[src/rtl/clock_select_sequencer_pkg.sv]
// Shared types and helpers for the N-way break-before-make clock-select sequencer.
package clock_select_pkg;

  localparam int unsigned MAXCLK = 16;

  typedef enum logic [1:0] {IDLE, GAP, HOLD} state_t;

  function automatic logic [MAXCLK-1:0] onehot(input int unsigned idx, input int unsigned n);
    logic [MAXCLK-1:0] v;
    v = '0;
    for (int unsigned i = 0; i < MAXCLK; i++) begin
      v[i] = (i == idx) && (i < n);
    end
    return v;
  endfunction

  // Counter must hold GAPDELAY-1 and RSTDELAY; never narrower than one bit.
  function automatic int unsigned cnt_width(input int unsigned gap, input int unsigned rdly);
    int unsigned m;
    m = (gap > rdly + 1) ? gap : rdly + 1;
    return (m <= 2) ? 1 : $clog2(m);
  endfunction

endpackage

[src/rtl/clock_select_sequencer_sel_onehot_decode.sv]
// Registered index-to-one-hot decoder producing the external clock-gate enables.
module sel_onehot_decode
  import clock_select_pkg::*;
#(
  parameter int NCLK     = 4,
  parameter int SELW     = 2,
  parameter int INIT_SEL = 0
) (
  input  logic            i_clk,
  input  logic            i_rst_n,
  input  logic            i_clear,
  input  logic            i_load,
  input  logic [SELW-1:0] i_idx,
  output logic [NCLK-1:0] o_onehot
);

  localparam logic [MAXCLK-1:0] RST_FULL = onehot(INIT_SEL, NCLK);

  logic [NCLK-1:0] w_oh;

  always_comb begin
    w_oh = '0;
    for (int unsigned i = 0; i < NCLK; i++) begin
      w_oh[i] = (32'(i_idx) == i);
    end
  end

  always_ff @(posedge i_clk or negedge i_rst_n) begin
    if (!i_rst_n) begin
      o_onehot <= RST_FULL[NCLK-1:0];
    end else if (i_clear) begin
      o_onehot <= '0;
    end else if (i_load) begin
      o_onehot <= w_oh;
    end
  end

endmodule

[src/rtl/clock_select_sequencer.sv]
// Break-before-make clock-source sequencer: gap with all enables low, switch, then hold
// the downstream reset before returning to idle.
module clock_select_sequencer
  import clock_select_pkg::*;
#(
  parameter int NCLK     = 4,
  parameter int SELW     = 2,
  parameter int GAPDELAY = 4,
  parameter int RSTDELAY = 2,
  parameter int INIT_SEL = 0
) (
  input  logic            CLK,
  input  logic            RST,
  input  logic [SELW-1:0] SELECT,
  input  logic            SELECT_ENABLE,
  output logic            SELECT_READY,
  output logic [NCLK-1:0] CLK_EN,
  output logic [SELW-1:0] CUR_SEL,
  output logic            OUT_RST,
  output logic            SEL_ERR
);

  localparam int unsigned     CNTW     = cnt_width(GAPDELAY, RSTDELAY);
  localparam logic [CNTW-1:0] GAP_LOAD = CNTW'(GAPDELAY - 1);
  localparam logic [CNTW-1:0] RST_LOAD = CNTW'(RSTDELAY);
  localparam logic [SELW:0]   NCLK_LIM = (SELW + 1)'(NCLK);
  localparam logic [SELW-1:0] INIT_IDX = SELW'(INIT_SEL);

  state_t          r_state, w_state;
  logic [CNTW-1:0] r_cnt, w_cnt;
  logic [SELW-1:0] r_target, w_target;
  logic [SELW-1:0] r_cur_sel, w_cur_sel;
  logic            r_out_rst, w_out_rst;
  logic            r_ready, w_ready;
  logic            r_sel_err, w_sel_err;
  logic            w_en_clear, w_en_load;

  always_ff @(posedge CLK or negedge RST) begin
    if (!RST) begin
      r_state   <= HOLD;
      r_cnt     <= RST_LOAD;
      r_target  <= INIT_IDX;
      r_cur_sel <= INIT_IDX;
      r_out_rst <= 1'b0;
      r_ready   <= 1'b0;
      r_sel_err <= 1'b0;
    end else begin
      r_state   <= w_state;
      r_cnt     <= w_cnt;
      r_target  <= w_target;
      r_cur_sel <= w_cur_sel;
      r_out_rst <= w_out_rst;
      r_ready   <= w_ready;
      r_sel_err <= w_sel_err;
    end
  end

  always_comb begin
    w_state    = r_state;
    w_cnt      = r_cnt;
    w_target   = r_target;
    w_cur_sel  = r_cur_sel;
    w_out_rst  = r_out_rst;
    w_sel_err  = 1'b0;
    w_en_clear = 1'b0;
    w_en_load  = 1'b0;
    case (r_state)
      IDLE: begin
        if (SELECT_ENABLE) begin
          if ({1'b0, SELECT} >= NCLK_LIM) begin
            w_sel_err = 1'b1;
          end else if (SELECT != r_cur_sel) begin
            w_target   = SELECT;
            w_en_clear = 1'b1;
            w_out_rst  = 1'b0;
            w_cnt      = GAP_LOAD;
            w_state    = GAP;
          end
        end
      end
      GAP: begin
        if (r_cnt == '0) begin
          w_en_load = 1'b1;
          w_cur_sel = r_target;
          w_cnt     = RST_LOAD;
          w_state   = HOLD;
        end else begin
          w_cnt = r_cnt - CNTW'(1);
        end
      end
      HOLD: begin
        if (r_cnt == '0) begin
          w_out_rst = 1'b1;
          w_state   = IDLE;
        end else begin
          w_cnt = r_cnt - CNTW'(1);
        end
      end
      default: begin
        w_out_rst = 1'b0;
        w_cnt     = RST_LOAD;
        w_state   = HOLD;
      end
    endcase
    // READY is registered alongside the state so it matches state==IDLE with no input path.
    w_ready = (w_state == IDLE);
  end

  sel_onehot_decode #(
    .NCLK     (NCLK),
    .SELW     (SELW),
    .INIT_SEL (INIT_SEL)
  ) u_decode (
    .i_clk    (CLK),
    .i_rst_n  (RST),
    .i_clear  (w_en_clear),
    .i_load   (w_en_load),
    .i_idx    (r_target),
    .o_onehot (CLK_EN)
  );

  assign SELECT_READY = r_ready;
  assign CUR_SEL      = r_cur_sel;
  assign OUT_RST      = r_out_rst;
  assign SEL_ERR      = r_sel_err;

endmodule

[config.mk]
export PLATFORM = sky130hd
export DESIGN_NAME = clock_select_sequencer
export DESIGN_NICKNAME = d
export VERILOG_FILES = /design/src/rtl/clock_select_sequencer_pkg.sv /design/src/rtl/clock_select_sequencer_sel_onehot_decode.sv /design/src/rtl/clock_select_sequencer.sv
export SDC_FILE = /design/constraint.sdc
export NUM_CORES = 1
export LEC_CHECK = 0
export BUFFER_PORTS_ARGS = -buffer_cell sky130_fd_sc_hd__buf_2
export CAP_MARGIN = 15
export CORE_MARGIN = 3
export CORE_UTILIZATION = 52
export CTS_BUF_LIST = sky130_fd_sc_hd__clkbuf_4 sky130_fd_sc_hd__clkbuf_8 sky130_fd_sc_hd__clkbuf_16
export CTS_CLUSTER_SIZE = 28
export DETAILED_ROUTE_END_ITERATION = 8
export PLACE_DENSITY_LB_ADDON = 0.15
export SLEW_MARGIN = 20
export SYNTH_ARGS = -nofsm -noshare
export SYNTH_HDL_FRONTEND = slang
export SYNTH_SLANG_ARGS = --single-unit
[constraint.sdc]
create_clock -name CLK -period 1.9 [get_ports CLK]
set_input_delay 0.19 -clock CLK [delete_from_list [all_inputs] [get_ports CLK]]
set_output_delay 0.19 -clock CLK [all_outputs]
set_load 0.1 [all_outputs]
==> key figures <==
STA
  • Number of endpoints failing setup at the final stage: 0
  • Shortest clock period the worst path allows after layout: 1.645 ns
  • Layout Skew: approximately 0.008 ns
  • Share of the clock period used by the worst path after layout: between 80% and 90%
  • Maximum frequency from static timing analysis: between 600 and 700 MHz
  • Unrepaired setup endpoints after global routing: false
  • Pins over their slew limit: 0
  • Setup TNS after final layout: 0 ns
  • Final Hold Viols: 0

Finish
  • Most frequent standard cell in the layout excluding fill and tap cells: buf_2
  • Final Cell Area: 827.0 um^2
  • Fraction of final layout cells with drive strength greater than 1: 33.33%
  • Area of the multi-input gates: 330.3 um^2
  • Syn-to-layout area delta: 12.22%
  • Non-filler cells in the finished layout: 95
  • Net count, final: 89
  • # diodes: 0
  • Most frequent cells in the layout: buf_2 (12), dfrtp_1 (11), a21oi_1 (7), nand2_1 (7)
  • Number of fill cells: 91
  • Sequential cell area in the final layout: roughly 350 um^2

Global route
  • Remaining global-route overflow: 0
  • Vias in the first global route: 472
  • Number of antenna violations at the first check in global routing: 0
  • First-pass GRT wire length: about 2200 um
  • Global router's overall resource usage: around 15%
  • Largest net degree at the start of global routing: 15

Yosys
  • Proportion of synthesized flip-flops having asynchronous set or reset: 100.0%
  • Post-synthesis cell type count: 30
  • Dominant combinational cell family by area after synthesis: simple AND/OR/NAND/NOR gates
  • Largest area contributor in the netlist: dfrtp_1
  • Multiplexer share of the synthesized area: slightly below 9%
  • Commonest register cell after synthesis: dfrtp_1
  • Cell types with the largest area share after synthesis: dfrtp_1 (37%), dfstp_2 (11%), a21oi_1 (4.8%)
  • Mean post-synth cell area: 10.84 um^2
  • Seq/Total Area, Yosys: 48.05%
  • Synthesized netlist net count: 75
  • Synth Instances: 68
  • Fraction of post-synthesis cell area in the top cell type by area: ~37%
  • Number of enable-type register cells in the synthesized netlist: 0
  • Flip-flop and latch count after synthesis: 14
  • Synthesized-area fraction occupied by xor and xnor cells: 2.377%
  • Synthesized-area fraction occupied by and/or/nand/nor cells: 19.02%
  • Ys Warns: 0
  • Area share of fa/ha/maj cells after synthesis: under 10%
  • Netlist area before placement: 737.0 um^2
  • Share of the synthesized area in compound gates (AO/OA/AOI/OAI): a little over a tenth

Die
  • Top-level port count: 14
  • Height of the chip: 43.65 um
  • Number of standard-cell rows in the floorplan: 12
  • Total Die Area: 1905 um^2
  • Area of the core: ~1200 um^2
  • Die boundary width: 43.65 um
  • Initial cell density of the core: 60.60%

Detailed routing
  • Number of optimization iterations in the first detailed-route pass: 4
  • Average routed wire per standard cell: 12.86 um
  • Detailed router's first-iteration violation count: 10
  • Final WL: about 1200 um
  • Via/cell ratio: between 5 and 6
  • DRC violation count after routing: 0
  • Vias after detailed routing: 501
  • Post-detailed-route count of antenna-violating nets: 0

CTS
  • Clk_lat worst skew: 0.28 ns
  • Number of sinks on the clock net: 14
  • Buffer type at the clock tree root: clkbuf_4
  • Total clock buffers created by CTS: 3
  • Total of cells resized after clock tree synthesis: 0
  • Clock Tree Buf Depth: 2
  • Clock slew at reported path FFs: approximately 0.090 ns
  • TritonCTS clock tree: yes
  • H-tree levels: 1

Setup path
  • Reg-to-reg startpoint: r_cnt[0]
  • Category of the worst setup path launch point: flip-flop
  • Data required, critical path: 2.11 ns
  • Worst path arrival time: around 1.9 ns
  • Capturing element type of the critical path: flip-flop
  • Critical path class: flip-flop to flip-flop
  • Internal reg-to-reg setup slack: about 0.25 ns
  • Largest driver fanout on the critical path: 10
  • Crit path from: r_cnt[0]

Status
  • Run status: finished, final reports clean

Place
  • Routability-driven placement congestion ratio: 0.7723
  • Post-Place Cells: 90
  • Count of port buffers added during placement: 12
  • Post-detailed-placement cell area: 780.7 um^2
  • Post-DP HPWL: just under 900 um

Run
  • Max-capacitance violation count: 0

Worst hold path
  • Hold WC Path Type: input port to flip-flop
  • Hold wc startpoint: SELECT[1]
-- synth_stat cells (2+ instances only) --
| master | instances |
|---|---|
| nand3b_1 | 2 |
| buf_4 | 2 |
| or3b_1 | 2 |
| dfrtp_1 | 11 |
| mux2_2 | 3 |
| buf_6 | 2 |
| nand2b_1 | 2 |
| dfstp_2 | 3 |
| mux2_4 | 2 |
| a21oi_1 | 7 |
| ha_1 | 2 |
| inv_1 | 3 |
| nor2_1 | 3 |
| xor2_1 | 2 |
| nand2_1 | 7 |
-- path summary, 6_finish.rpt --
check | endpoint | depth (start not counted)
max | u_decode.o_onehot[1] | 5
min | r_target[1] | 2
max reg2reg | u_decode.o_onehot[1] | 5
min reg2reg | u_decode.o_onehot[0] | 2
max in group asynchronous | r_cnt[1] | 2
min in group asynchronous | OUT_RST | 2
-- flip-flops by register name, summed over array words and instances (netlist names) --
| name | count |
|---|---|
| OUT_RST | 1 |
| CUR_SEL | 2 |
| SELECT_READY | 1 |
| u_decode.o_onehot | 4 |
| r_target | 2 |
| r_state | 2 |
| r_cnt | 2 |
-- layer usage --
metal	vias up	wire length, um	part of all wire, %	global-route usage, %
li1	256	-	-	-
met1	230	628	51	20.16
met2	15	513	42	23.55
met3	0	80	6.5	7.884
met4	0	0	0	1.807
met5	-	0	0	0
-- per-stage QoR --
stage | worst slack, ns | utilization [%] | hold WS [ns]
4_1_cts | 0.2601 | 68.00 | 0.1625
5_1_grt | 0.1219 | 68.00 | 0.1684
3_5_place_dp | 0.2688 | 64.20 | 0.1038
2_1_floorplan | 0.02122 | - | -0.1056
3_3_place_gp | 0.3290 | 64.20 | 0.1021
6_report | 0.2545 | 68.00 | 0.1743
-- timing repair --
item,in CTS,in global routing
buffers inserted,0,0
endpoints found under the hold margin,11,0
setup endpoints to repair,0,0
hold buffers,1,0
-- logic make-up after synthesis --
| group | Yosys count |
|---|---|
| simple gates | 23 |
| compound gates | 13 |
| flops | 14 |
| buf+inv | 8 |
| fa+ha+maj | 2 |
| xor+xnor | 2 |
| other cells | 1 |
| mux | 5 |
-- worst max-delay path: stages, from the launching register on --
cell      delay, ns
dfrtp_1        0.41
inv_1          0.09
ha_1           0.37
nand3b_4       0.18
or3b_1         0.40
a21oi_1        0.14
-- final cells by class --
class | count | area share, %
repair buffers | 14 | 9.380
clock buffers | 4 | 4.387
multi-input cells | 46 | 39.94
flip-flops and latches | 14 | 42.81
inverters | 3 | 1.362
well taps | 14 | 2.118
Power is left out: the tool's default activity adds up to more than one toggle a clock period on the data nets, which glitch-free logic cannot reach.
